===== config.mk =====
export PLATFORM = sky130hd
export DESIGN_NAME = serial_subtractor_fsm
export DESIGN_NICKNAME = d
export VERILOG_FILES = /design/src/rtl/serial_subtractor_fsm.sv
export SDC_FILE = /design/constraint.sdc
export NUM_CORES = 1
export LEC_CHECK = 0
export CORE_ASPECT_RATIO = 0.75
export CORE_UTILIZATION = 40
export CTS_BUF_LIST = sky130_fd_sc_hd__clkbuf_2
export DETAILED_ROUTE_END_ITERATION = 10
export GPL_TIMING_DRIVEN = 0
export PLACE_DENSITY = 0.73
export SYNTH_ARGS = -nofsm -noshare
export SYNTH_HDL_FRONTEND = slang
export SYNTH_SLANG_ARGS = --single-unit
export TNS_END_PERCENT = 30

===== constraint.sdc =====
create_clock -name clk -period 1.2 [get_ports clk]
set_input_delay 0.12 -clock clk [delete_from_list [all_inputs] [get_ports clk]]
set_output_delay 0.12 -clock clk [all_outputs]
set_load 0.02 [all_outputs]

===== src/rtl/serial_subtractor_fsm.sv =====
// Purpose : bit-serial unsigned subtractor, diff = (a - b - borrow_in) mod 2^WIDTH, LSB first.
// Latency : done pulses WIDTH cycles after the accepting edge; busy spans WIDTH+1 cycles.
// Backpr. : start is sampled only in IDLE; requests while busy are dropped, never queued.
//
// Ports:
//   clk, rst_n        clock and asynchronous active-low reset
//   start, a, b,      request and operands; captured on the edge that accepts start
//   borrow_in
//   busy              high whenever the FSM is not in IDLE (registered)
//   done              one-cycle pulse when diff/borrow_out are freshly loaded
//   diff, borrow_out  result and final borrow, held until the next completion
//   overflow          signed overflow flag, only when SUB_OVERFLOW_EN is defined
//
// Build option: define SUB_OVERFLOW_EN to add the overflow output.

module serial_subtractor_fsm #(
    parameter int WIDTH = 4
) (
    input  logic             clk,
    input  logic             rst_n,
    input  logic             start,
    input  logic [WIDTH-1:0] a,
    input  logic [WIDTH-1:0] b,
    input  logic             borrow_in,
    output logic             busy,
    output logic             done,
    output logic [WIDTH-1:0] diff,
    output logic             borrow_out
`ifdef SUB_OVERFLOW_EN
    ,
    output logic             overflow
`endif
);

    localparam int               CNT_W    = (WIDTH > 1) ? $clog2(WIDTH) : 1;
    localparam logic [CNT_W-1:0] LAST_BIT = CNT_W'(WIDTH - 1);

    typedef enum logic [1:0] {
        IDLE  = 2'd0,
        SHIFT = 2'd1,
        DONE  = 2'd2
    } state_t;

    state_t             state_q, state_d;
    logic [CNT_W-1:0]   cnt_q, cnt_d;
    logic [WIDTH-1:0]   a_sh_q, a_sh_d;
    logic [WIDTH-1:0]   b_sh_q, b_sh_d;
    logic               br_q, br_d;
    // Holds the WIDTH-1 most recent result bits; the final bit is merged
    // straight into diff on the last edge, so no extra slot is needed.
    logic [WIDTH-2:0]   res_q, res_d;
    logic [WIDTH-1:0]   diff_q, diff_d;
    logic               borrow_out_q, borrow_out_d;
    logic               busy_q, busy_d;
    logic               done_q, done_d;
`ifdef SUB_OVERFLOW_EN
    logic               overflow_q, overflow_d;
`endif

    // One full-subtractor cell working on the current LSBs of the shifters.
    logic               a_bit;
    logic               b_bit;
    logic               d_bit;
    logic               br_next;
    logic [WIDTH-1:0]   res_shifted;

    assign a_bit       = a_sh_q[0];
    assign b_bit       = b_sh_q[0];
    assign d_bit       = a_bit ^ b_bit ^ br_q;
    assign br_next     = (~a_bit & b_bit) | (~(a_bit ^ b_bit) & br_q);
    assign res_shifted = {d_bit, res_q};

    always_comb begin
        state_d      = state_q;
        cnt_d        = cnt_q;
        a_sh_d       = a_sh_q;
        b_sh_d       = b_sh_q;
        br_d         = br_q;
        res_d        = res_q;
        diff_d       = diff_q;
        borrow_out_d = borrow_out_q;
`ifdef SUB_OVERFLOW_EN
        overflow_d   = overflow_q;
`endif

        unique case (state_q)
            IDLE: begin
                if (start) begin
                    a_sh_d  = a;
                    b_sh_d  = b;
                    br_d    = borrow_in;
                    cnt_d   = '0;
                    state_d = SHIFT;
                end
            end
            SHIFT: begin
                a_sh_d = a_sh_q >> 1;
                b_sh_d = b_sh_q >> 1;
                br_d   = br_next;
                res_d  = res_shifted[WIDTH-1:1];
                cnt_d  = cnt_q + CNT_W'(1);
                if (cnt_q == LAST_BIT) begin
                    // Last bit: the cell sees the operand MSBs and produces the
                    // result MSB, which is all the overflow term needs.
                    diff_d       = res_shifted;
                    borrow_out_d = br_next;
`ifdef SUB_OVERFLOW_EN
                    overflow_d   = (a_bit ^ b_bit) & (d_bit ^ a_bit);
`endif
                    state_d      = DONE;
                end
            end
            DONE: begin
                state_d = IDLE;
            end
            default: begin
                state_d = IDLE;
            end
        endcase

        // Status flags are registered from the next state so they line up
        // with the state register rather than lagging it by a cycle.
        busy_d = (state_d != IDLE);
        done_d = (state_d == DONE);
    end

    always_ff @(posedge clk or negedge rst_n) begin
        if (!rst_n) begin
            state_q      <= IDLE;
            cnt_q        <= '0;
            a_sh_q       <= '0;
            b_sh_q       <= '0;
            br_q         <= 1'b0;
            res_q        <= '0;
            diff_q       <= '0;
            borrow_out_q <= 1'b0;
            busy_q       <= 1'b0;
            done_q       <= 1'b0;
`ifdef SUB_OVERFLOW_EN
            overflow_q   <= 1'b0;
`endif
        end else begin
            state_q      <= state_d;
            cnt_q        <= cnt_d;
            a_sh_q       <= a_sh_d;
            b_sh_q       <= b_sh_d;
            br_q         <= br_d;
            res_q        <= res_d;
            diff_q       <= diff_d;
            borrow_out_q <= borrow_out_d;
            busy_q       <= busy_d;
            done_q       <= done_d;
`ifdef SUB_OVERFLOW_EN
            overflow_q   <= overflow_d;
`endif
        end
    end

    assign busy       = busy_q;
    assign done       = done_q;
    assign diff       = diff_q;
    assign borrow_out = borrow_out_q;
`ifdef SUB_OVERFLOW_EN
    assign overflow   = overflow_q;
`endif

endmodule

==> results of run 1 <==
==> through the flow <==
step	utilization [%]	instance area, sq um
after floorplan	-	1040
after global placement	53.4	1260
after detailed placement	53.4	1260
after CTS	55.3	1310
after global routing	55.4	1310
final	55.4	1310
==> timing repair <==
action / in CTS / in global routing
endpoints found under the setup margin: 19 / 18
cloned: 0 / 2
pin swaps: 1 / 2
resized for setup: 19 / 14
setup buffers: 1 / 2
==> cell usage in the layout (no fill, tap or decap), types with 2 or more instances in the layout <==
cell | netlist | final
clkdlybuf4s50_1 | 0 | 11
dfrtp_1 | 23 | 22
buf_6 | 2 | 2
a211oi_2 | 2 | 2
a222oi_1 | 5 | 5
nor3b_1 | 2 | 2
inv_1 | 13 | 11
nor2_1 | 5 | 5
inv_2 | 0 | 2
buf_4 | 2 | 5
mux2_4 | 0 | 4
nand2_1 | 2 | 2
o311ai_0 | 2 | 2
mux2_1 | 7 | 3
nand4bb_1 | 2 | 2
clkbuf_2 | 0 | 9
==> flip-flops by register name, summed over array words and instances (netlist names) <==
name,flops
a_sh_q,4
b_sh_q,4
diff,4
res_q,3
cnt_q,2
state_q,2
borrow_out,1
br_q,1
busy,1
done,1
==> cells in the mapped netlist (2+ instances only) <==
cell type / instances
a211oi_2: 2
a222oi_1: 5
buf_4: 2
buf_6: 2
dfrtp_1: 23
inv_1: 13
mux2_1: 7
nand2_1: 2
nand4bb_1: 2
nor2_1: 5
nor2b_1: 2
nor3b_1: 2
o311ai_0: 2
==> power groups by stage <==
stage | Clock (mW) | Sequential (mW) | Combinational [mW]
after global routing | 0.342 | 1.42 | 1.99
after CTS | 0.315 | 1.36 | 1.79
final | 0.301 | 1.37 | 1.81
after detailed placement | 0 | 1.38 | 1.73
after global placement | 0 | 1.35 | 1.68
after floorplan | 0 | 1.47 | 1.10
==> area by class of cell <==
| cell class | instances | area, sq um |
|---|---|---|
| sequential | 23 | 577 |
| inverter | 13 | 48.8 |
| tap | 34 | 42.5 |
| fill | 235 | 1050 |
| clock buffer | 3 | 15.0 |
| clock inverter | 1 | 5.00 |
| timing repair buffer | 23 | 185 |
| buffer | 3 | 30.0 |
| multi-input combinational | 39 | 408 |
==> metal layers <==
metal  GRT usage, %  share of wire (%)  up-vias
met5              0                  0        -
met3           5.11                5.1        2
met4           5.45               0.56        0
li1               -                  -      334
met2           22.9                 48       17
met1           19.7                 47      346
==> kinds of logic after synthesis <==
| kind of cell | Yosys count | synth area share [%] |
|---|---|---|
| AO/OA/AOI/OAI | 12 | 11.4 |
| buffers and inverters | 17 | 8.36 |
| multiplexers | 9 | 9.70 |
| flip-flops | 23 | 55.8 |
| adder cells (fa/ha/maj) | 2 | 3.15 |
| AND/OR/NAND/NOR | 16 | 11.6 |
==> critical path, delay by kind of cell, from the launching register on <==
family | cells | cell delay, ns
DFF | 1 | 0.42
muxes | 1 | 0.28
buffers and inverters | 1 | 0.07
adders and majority gates | 1 | 0.44
==> worst max path at each step <==
stage,start,endpoint,depth (start not counted)
after global placement,start,b_sh_q[2],3
after detailed placement,start,br_q,3
after CTS,b_sh_q[0],diff[3],3
after floorplan,b_sh_q[0],diff[3],3
final,b_sh_q[0],diff[3],3
after global routing,br_q,diff[3],3
==> results.yml, run 1 <==
drt:
  drc: 0
  drt_iter0_drc: 20
  wl_um: 1960
  avgRoutedWirePerCell_um: 14.1
  vias_per_cell: 5.03
  postRouteAntennaNets: 0
  routed-via-count: 699
  dr.pass1.iters: 4
floorplan:
  dieHeight_um: 46.0
  core_area_sq_um: 2360
  initial_core_util_pct: 43.7
  ios: 19
  std_cell_rows: 15
  dieArea_sq_um: 2790
  dieWidth_um: 60.7
critical_path:
  cp_max_fo: 2
  worstPathArrival_ns: 1.53
  end_kind: "flip-flop"
  r2r_slack_ns: -0.09
  rr_worst_depth: 3
  reg2reg_from: "b_sh_q[0]"
  cp_slowest_cell: "fa_2"
  critical_path.cell_chain: "inv_2 > fa_2 > mux2_4"
  slowest_delay_ns: 0.44
  cp.required_ns: 1.44
  start_kind: "flip-flop"
  rr_endpoint: "diff[3]"
  path_class: "reg -> reg"
final_layout:
  final_cells: 139
  nNetsFinal: 120
  diodes: 0
  syn2layout_area_growth_pct: 27.0
  drive_above_1_share_pct: 33.3
yosys:
  yosysSeqAreaShare_pct: 55.8
  avgSynthCellArea_sq_um: 13.1
  synth_area_sq_um: 1030
  syn_inst: 79
  ys_seq_elements: 23
  synth-edff-count: 0
  async_reset_ff_share_pct: 100
  synthTopCellsByArea: "dfrtp_1, mux2_1, a222oi_1"
  yosys.cell_types.count: 23
  yosys_warnings: 0
  synth_nets: 93
  yosys.area.top_type: "dfrtp_1"
  synth_top_area_share_pct: 55.8
  synth_ff_type: "dfrtp_1"
timing:
  final_max_slew_viol_count: 0
  fmax_ghz: 0.778
  totalNegativeSetupSlack_ns: -0.308
  rsz0062_at_grt: "true"
  hold_violations: 0
  timing.hold.ws_ns: 0.308
  fin_crit_sh_pct: 107
  setup_viol: 5
  worst_slack_ns: -0.0859
  worstMarginPinSlew_ns: 1.00
  max_slew_margin_pct: 32.8
  min_period_ns: 1.29
  skew_ns: 0.00554
pwr:
  p_total_mw: 3.49
  p_sw_share_pct: 37.3
  ir_drop_mv: 1.11
  p_leak_nw: 0.619
  p_per_area_nw_per_um2: 2660
  internal-power_mw: 2.19
  clkPwrFrac_pct: 8.6
  p_comb_share_pct: 52.0
  p_seq_share_pct: 39.4
  p_switching_mw: 1.30
clocking:
  cts_sinks: 23
  cts_tree: "done"
  clk_pin_slew_ns: 0.21
  cts_made_buffers: 3
  clk_latency_ns: 0.33
  clock_path_buffers: 2
  hold_buffers: 0
  htreeDepth: 1
  cts_root_buffer: "clkbuf_2"
worst_hold_path:
  holdCritPathClass: "in -> async"
run:
  cap_violations: 0
placement:
  dp.cells: 131
  gp_congestion: 0.730
  io_buffers: 18
  pre_cts_ws_ns: -0.242
  place_hpwl_um: 1340
grt:
  track_usage_pct: 14.9
  grt_pass1_vias: 652
  grt_max_degree: 24
  grt_overflow: 0
  grt_antenna_before_repair: 0
  grt_pass1_wl_um: 2890
outcome:
  status: "finished, violations left"
  violations: "setup timing"
(Power assumes the default switching activity.)
==> run 2, diff against run 1 <==
--- a/config.mk
+++ b/config.mk
@@ -11,6 +11,7 @@
 export DETAILED_ROUTE_END_ITERATION = 10
 export GPL_TIMING_DRIVEN = 0
 export PLACE_DENSITY = 0.73
+export REMOVE_ABC_BUFFERS = 1
 export SYNTH_ARGS = -nofsm -noshare
 export SYNTH_HDL_FRONTEND = slang
 export SYNTH_SLANG_ARGS = --single-unit
==> results.yml, run 2 (synthesis results as in run 1) <==
drt:
  routed-via-count: 788
  drc: 0
  wl_met3_um: 119
  postRouteAntennaNets: 0
  highest_layer: "met4"
  avgRoutedWirePerCell_um: 16.0
  met1Wirelength_um: 998
  dr.pass1.iters: 4
  vias_per_cell: 5.29
  drt_iter0_drc: 33
  wl_um: 2380
  met2_length_um: 1210
grt:
  grt_overflow: 0
  track_usage_pct: 17.4
  grt_pass1_wl_um: 3290
  grt_max_degree: 24
  grt_antenna_before_repair: 0
  grt_pass1_vias: 667
critical_path:
  cp_max_fo: 2
  worstPathArrival_ns: 1.56
  end_kind: "flip-flop"
  r2r_slack_ns: -0.09
  cp.required_ns: 1.47
  path_class: "reg -> reg"
  start_kind: "flip-flop"
final_layout:
  postLayoutCellArea_sq_um: 1410
  final_util_pct: 59.7
  syn2layout_area_growth_pct: 36.8
  nNetsFinal: 130
  final_cells: 149
  final_cell_mix: "dfrtp_1, buf_4, inv_1, clkdlybuf4s50_1, clkbuf_2"
  diodes: 0
  nFillCells: 183
  drive_above_1_share_pct: 43.5
  multi_input_area_sq_um: 442
  seqCellArea_sq_um: 578
  layout_commonest_cell: "dfrtp_1"
timing:
  fmax_ghz: 0.776
  worst_slack_ns: -0.0882
  final_max_slew_viol_count: 0
  fin_crit_sh_pct: 107
  hold_violations: 0
  totalNegativeSetupSlack_ns: -0.294
  skew_ns: 0.00858
  min_period_ns: 1.29
  max_slew_margin_pct: 33.5
  setup_viol: 5
  timing.hold.ws_ns: 0.281
  rsz0062_at_grt: "true"
  worstMarginPinSlew_ns: 0.994
outcome:
  violations: "setup timing"
  status: "finished, violations left"
run:
  cap_violations: 0
clocking:
  cts_sinks: 23
  clk_latency_ns: 0.35
  clock_path_buffers: 2
  cts_tree: "done"
  cts_root_buffer: "clkbuf_2"
  hold_buffers: 0
  cts_made_buffers: 3
  clk_pin_slew_ns: 0.21
  htreeDepth: 1
floorplan:
  dieWidth_um: 60.7
  initial_core_util_pct: 43.7
  ios: 19
  core_area_sq_um: 2360
  std_cell_rows: 15
  dieHeight_um: 46.0
  dieArea_sq_um: 2790
pwr:
  p_per_area_nw_per_um2: 2740
  p_leak_nw: 0.687
  p_total_mw: 3.87
  ir_drop_mv: 1.34
worst_hold_path:
  holdCritPathClass: "in -> async"
placement:
  dp.cells: 127
  io_buffers: 18
  dpl-instance-area_sq_um: 1220
  pre_cts_ws_ns: -0.607
  place_hpwl_um: 1290
  gp_congestion: 0.717
[run 2: cell types whose count changed in the layout (fill, tap and decap cells not counted)]
cell / before / now
nor4b_1: 1 / 0
o21bai_2: 0 / 1
clkbuf_2: 9 / 10
dfrtp_1: 22 / 21
dfrtp_2: 1 / 2
nor4b_4: 0 / 1
o311ai_0: 2 / 1
buf_4: 5 / 13
mux2_1: 3 / 1
mux2_4: 4 / 6
buf_6: 2 / 3
o311ai_1: 0 / 1
clkdlybuf4s15_1: 1 / 0
[run 2: worst max-delay path, cell delays in order (launching register included)]
cell	delay, ns
dfrtp_1	0.42
inv_2	0.07
fa_2	0.43
mux2_4	0.28
[run 2: where the power goes]
| part | internal (mW) | switching (mW) |
|---|---|---|
| Clock | 0.0755 | 0.236 |
| Combinational | 1.19 | 0.983 |
| Sequential | 1.16 | 0.232 |
[run 2: worst paths after layout]
kind	startpoint	endpoint	cells past startpoint
setup / recovery	br_q	diff[3]	3
hold / removal	rst_n	a_sh_q[1]	1
setup reg to reg	br_q	diff[3]	3
hold reg to reg	a_sh_q[3]	a_sh_q[3]	2
max in group asynchronous	rst_n	state_q[0]	1
min in group clk	a[1]	a_sh_q[1]	3
[run 2: cell type report]
cell class	instances	area share [%]
clock buffer	3	1.06
inverter	13	3.45
timing repair buffer	35	19.9
multi-input combinational	40	31.3
sequential	23	40.9
tap	34	3.01
clock inverter	1	0.354
[run 2: per-layer routing]
layer,vias up,global-route usage (%)
met4,0,4.55
met1,403,22.9
li1,354,-
met2,25,28.1
met5,-,0
met3,6,5.11
[run 2: timing repair]
item	in CTS	in global routing
pin swaps	3	6
setup endpoints to repair	26	21
gates resized for setup	23	20
gates cloned	0	2
setup buffers	8	8
